### config.mk
export PLATFORM = sky130hd
export DESIGN_NAME = snitch_fpu_writeback
export DESIGN_NICKNAME = d
export VERILOG_FILES = /design/src/rtl/snitch_fpu_writeback.sv
export SDC_FILE = /design/constraint.sdc
export NUM_CORES = 1
export LEC_CHECK = 0
export CELL_PAD_IN_SITES_DETAIL_PLACEMENT = 0
export CELL_PAD_IN_SITES_GLOBAL_PLACEMENT = 2
export CORE_AREA = 2 2 124 187
export DETAILED_ROUTE_END_ITERATION = 6
export DIE_AREA = 0 0 126 189
export PLACE_DENSITY_LB_ADDON = 0.1
export SETUP_SLACK_MARGIN = 0.1
export SLEW_MARGIN = 20
export SYNTH_ARGS = -nofsm -noshare
export SYNTH_HDL_FRONTEND = slang
export SYNTH_SLANG_ARGS = --single-unit
### constraint.sdc
create_clock -name clk_i -period 4 [get_ports clk_i]
set_input_delay 0.8 -clock clk_i [delete_from_list [all_inputs] [get_ports clk_i]]
set_output_delay 0.8 -clock clk_i [all_outputs]
set_load 0.05 [all_outputs]
### src/rtl/snitch_fpu_writeback.sv
// rtl/snitch_fpu_writeback.sv - FPU/LSU writeback arbiter, integer result buffer, sticky fflags and FP scoreboard
module snitch_fpu_writeback #(
  parameter int unsigned FLEN     = 64,
  parameter int unsigned XLEN     = 32,
  parameter int unsigned NrFpRegs = 32
) (
  input  logic            clk_i,
  input  logic            rst_ni,
  input  logic            issue_valid_i,
  output logic            issue_ready_o,
  input  logic [4:0]      issue_rd_i,
  input  logic            issue_is_int_i,
  input  logic [2:0][4:0] sb_raddr_i,
  output logic [2:0]      sb_busy_o,
  input  logic            fpu_valid_i,
  output logic            fpu_ready_o,
  input  logic [FLEN-1:0] fpu_result_i,
  input  logic [4:0]      fpu_status_i,
  input  logic [5:0]      fpu_tag_i,
  input  logic            lsu_valid_i,
  output logic            lsu_ready_o,
  input  logic [4:0]      lsu_rd_i,
  input  logic [FLEN-1:0] lsu_data_i,
  output logic            fpr_we_o,
  output logic [4:0]      fpr_waddr_o,
  output logic [FLEN-1:0] fpr_wdata_o,
  output logic            int_valid_o,
  input  logic            int_ready_i,
  output logic [4:0]      int_rd_o,
  output logic [XLEN-1:0] int_data_o,
  output logic [4:0]      fflags_o,
  input  logic            fflags_we_i,
  input  logic [4:0]      fflags_wdata_i
);

  logic [NrFpRegs-1:0] busy_q, busy_set, busy_clr;
  logic                rr_q;
  logic                int_valid_q;
  logic [4:0]          int_rd_q;
  logic [XLEN-1:0]     int_data_q;
  logic [4:0]          fflags_q, fflags_d;

  logic fpu_is_int, fpu_fp_req, lsu_req;
  logic grant_fpu, grant_lsu, fpu_accept, int_accept;

  assign fpu_is_int = fpu_tag_i[5];
  assign fpu_fp_req = fpu_valid_i & ~fpu_is_int;
  assign lsu_req    = lsu_valid_i;

  // Round-robin only matters under contention; a lone requester always wins.
  assign grant_fpu = fpu_fp_req & (~lsu_req | ~rr_q);
  assign grant_lsu = lsu_req & (~fpu_fp_req | rr_q);

  assign fpu_ready_o = fpu_is_int ? (~int_valid_q | int_ready_i) : grant_fpu;
  assign lsu_ready_o = grant_lsu;
  assign fpu_accept  = fpu_valid_i & fpu_ready_o;
  assign int_accept  = fpu_accept & fpu_is_int;

  assign fpr_we_o    = grant_fpu | grant_lsu;
  assign fpr_waddr_o = grant_lsu ? lsu_rd_i : fpu_tag_i[4:0];
  assign fpr_wdata_o = grant_lsu ? lsu_data_i : fpu_result_i;

  // WAW stall: an FP-destination issue waits until its rd has retired.
  assign issue_ready_o = issue_is_int_i | ~busy_q[issue_rd_i];

  always_comb begin
    sb_busy_o = '0;
    for (int i = 0; i < 3; i++) begin
      sb_busy_o[i] = busy_q[sb_raddr_i[i]];
    end
  end

  always_comb begin
    busy_set = '0;
    busy_clr = '0;
    for (int unsigned r = 0; r < NrFpRegs; r++) begin
      busy_set[r] = issue_valid_i & issue_ready_o & ~issue_is_int_i & (issue_rd_i == 5'(r));
      busy_clr[r] = fpr_we_o & (fpr_waddr_o == 5'(r));
    end
  end

  // A CSR write replaces the old value but never drops a status retiring this cycle.
  assign fflags_d = (fflags_we_i ? fflags_wdata_i : fflags_q) | (fpu_accept ? fpu_status_i : 5'd0);

  always_ff @(posedge clk_i or negedge rst_ni) begin
    if (!rst_ni) begin
      busy_q      <= '0;
      rr_q        <= 1'b0;
      int_valid_q <= 1'b0;
      int_rd_q    <= '0;
      int_data_q  <= '0;
      fflags_q    <= '0;
    end else begin
      busy_q   <= (busy_q & ~busy_clr) | busy_set;
      fflags_q <= fflags_d;
      if (grant_fpu && lsu_req) begin
        rr_q <= 1'b1;
      end else if (grant_lsu && fpu_fp_req) begin
        rr_q <= 1'b0;
      end
      if (int_accept) begin
        int_valid_q <= 1'b1;
        int_rd_q    <= fpu_tag_i[4:0];
        int_data_q  <= fpu_result_i[XLEN-1:0];
      end else if (int_ready_i) begin
        int_valid_q <= 1'b0;
      end
    end
  end

  assign int_valid_o = int_valid_q;
  assign int_rd_o    = int_rd_q;
  assign int_data_o  = int_data_q;
  assign fflags_o    = fflags_q;

endmodule
==> flow_summary.yaml <==
status:
  outcome: "complete, no violations"
detailed_routing:
  drt_iter0_drc: 205
  drc: 0
  dr_total_vias: 5317
  routed_wl_mm: 22.7
  ant_nets: 0
  viasPerCell: 4.81
  dr.pass1.iters: 4
  wire_per_inst_um: 20.5
power_and_ir_drop:
  vdd_drop_max_mv: 0.210
  powerDensity_nw_per_um2: 434
  p_leak_nw: 4.00
timing:
  rsz0062_at_grt: "false"
  setup_tns_ns: 0
  whs_ns: 0.491
  worst_slew_pin_slew_ns: 1.05
  maxSlewViolCount: 0
  relSlewSlack_pct: 30.3
  post-route-period-util_pct: 92.8
  finalSetupViolations: 0
  max_freq_mhz: 269
  fin_crit_ns: 3.71
  hold_violations: 0
  skew_ns: 0.00855
floorplanning:
  start_util_pct: 22.8
  io_pins: 296
  rows: 67
  dieArea_um2: 23800
  core_um2: 22100
  die_x_um: 126
  die_height_um: 189
clock_network:
  cts_resized: 0
  clk_path_buf_depth: 2
  numCtsBuffers: 9
  worst_skew_pair.late_latency_ns: 0.33
  htree_num_levels: 3
  cts_sinks: 76
  cts_tree: "done"
  postCtsSetupBuffers: 0
  path_clk_slew_ns: 0.06
  cts_root_buf: "clkbuf_16"
  cts_hold_buf: 0
layout:
  area_growth_pct: 84.8
  finalNonFillerCells: 1106
  n_antenna_cell: 0
  final_common_cell: "clkdlybuf4s50_1"
  final_cell_mix: "219 x clkdlybuf4s50_1, 206 x nand2_1, 76 x dfrtp_1"
  fillerInstances: 2234
  regArea_um2: 1900
  stdcell_area_um2: 9330
  final_core_util_pct: 42.2
  drive_gt1_share_pct: 22.9
  nNetsFinal: 1002
  multi_input_area_um2: 3000
worst_setup_path:
  critPathBufInv: 3
  arrival_ns: 2.91
  worstPathRequired_ns: 3.20
  critical-path-max-stage-delay_ns: 0.52
  critical-path-slowest-cell: "mux4_2"
  rrSetupSlack_ns: 1.65
  crit_type: "input port to primary output"
  path_max_fanout: 8
  crit_chain: "clkdlybuf4s50_1 -> buf_4 -> mux4_2 -> mux4_2 -> mux2_2 -> buf_4"
  end_kind: "primary output"
  crit_family: "multiplexers"
  critPathLaunchType: "input port"
logic_synthesis:
  synth_seq_cells: 76
  ys_seq_area_share_pct: 37.7
  syn_area_per_cell_um2: 9.42
  yosysWarnings: 0
  syn_inst: 536
  ys_types: 31
  synth_enable_flop_cells: 0
  syn_nets: 713
  synthArstFlopShare_pct: 100
  ys.flop_type: "dfrtp_1"
  syn_area_um2: 5050
placement:
  dp_hpwl_mm: 18.6
  port_buffers: 295
  place.gp.congestion: 0.872
  dp_cells: 1090
  placed_area_um2: 9030
global_route:
  grt_max_degree: 77
  grt_pass1_wl_mm: 35.1
  first_global_vias: 5955
  grt_overflow: 0
  grt.total_usage_pct: 19.1
  grt_antenna_before_repair: 1
worst_hold_path:
  hp-class: "input port to asynchronous set/reset pin"
job:
  cap_violations: 0
## cell usage after synthesis, types with 2 or more instances
library cell / instances / share of area [%]
nand2_1: 206 / 15
dfrtp_1: 76 / 38
mux2_2: 41 / 9.1
mux4_2: 34 / 15
o21ai_0: 34 / 3.4
o31ai_1: 32 / 4.8
mux2i_1: 17 / 3.4
clkbuf_1: 14 / 1.0
nor2b_1: 14 / 1.7
buf_2: 11 / 1.1
buf_1: 8 / 0.59
nand3b_1: 7 / 1.0
nor2_1: 6 / 0.45
a221o_1: 5 / 0.99
nand2b_1: 5 / 0.62
a32oi_1: 4 / 0.69
nand3_1: 4 / 0.40
clkbuf_2: 2 / 0.20
inv_1: 2 / 0.15
inv_2: 2 / 0.15
or3b_2: 2 / 0.35
## report_power, final
group          internal, W  switching (W)  leakage, nW
combinational     0.000965        0.00115         2.93
sequential        0.000920       0.000209        0.936
clock             0.000486       0.000321        0.136
## per-stage QoR
step / total power [W] / setup slack [ns]
3_3_place_gp: 0.00325 / 0.294
3_5_place_dp: 0.00328 / 0.283
6_report: 0.00405 / 0.289
4_1_cts: 0.00411 / 0.269
2_1_floorplan: 0.00221 / 0.659
5_1_grt: 0.00426 / 0.222
## final cells by class
type	count	area share [%]
Clock buffer	11	2.49
Clock inverter	5	0.670
Inverter	4	0.161
Multi-Input combinational cell	421	32.1
Sequential cell	76	20.4
Tap cell	276	3.70
Timing Repair Buffer	313	40.5
## logic make-up (layout without fill, tap and decap cells)
kind of cell              Yosys count  after routing  synth area share (%)
AOI/OAI and AO/OA                  81             81                  10.7
xor gates and xnor gates            1              1                 0.174
buffers and inverters              39            333                  3.22
DFF                                76             76                  37.7
muxes                              93             93                  28.1
and+or+nand+nor                   246            246                  20.1
## per-layer routing
| layer | vias to the layer above | wire, um | global-route usage (%) |
|---|---|---|---|
| met4 | 0 | 626 | 6.13 |
| met2 | 200 | 13200 | 38.0 |
| met3 | 36 | 1600 | 5.91 |
| li1 | 2485 | - | - |
| met1 | 2596 | 7260 | 18.3 |
| met5 | - | 0 | 0 |
## state kept, by name, indices dropped and copies added (netlist names)
register     cells
int_rd_o         5
int_data_o      32
int_valid_o      1
fflags_o         5
busy_q          32
rr_q             1
## worst reg2reg max path: cells and delay by family, from the launching register on
family	cells	cell delay, ns
compound gates	4	1.42
buf+inv	2	0.43
flops	1	0.43
## worst paths after layout
path | endpoint | depth (start not counted) | from
max in group asynchronous | int_rd_o[1] | 1 | rst_ni
min | fflags_o[1] | 1 | rst_ni
max | sb_busy_o[2] | 6 | sb_raddr_i[10]
min in group clk_i | int_data_o[11] | 1 | int_data_o[11]
min reg2reg | int_data_o[11] | 1 | int_data_o[11]
max reg2reg | busy_q[28] | 6 | rr_q
(Power assumes the default switching activity.)
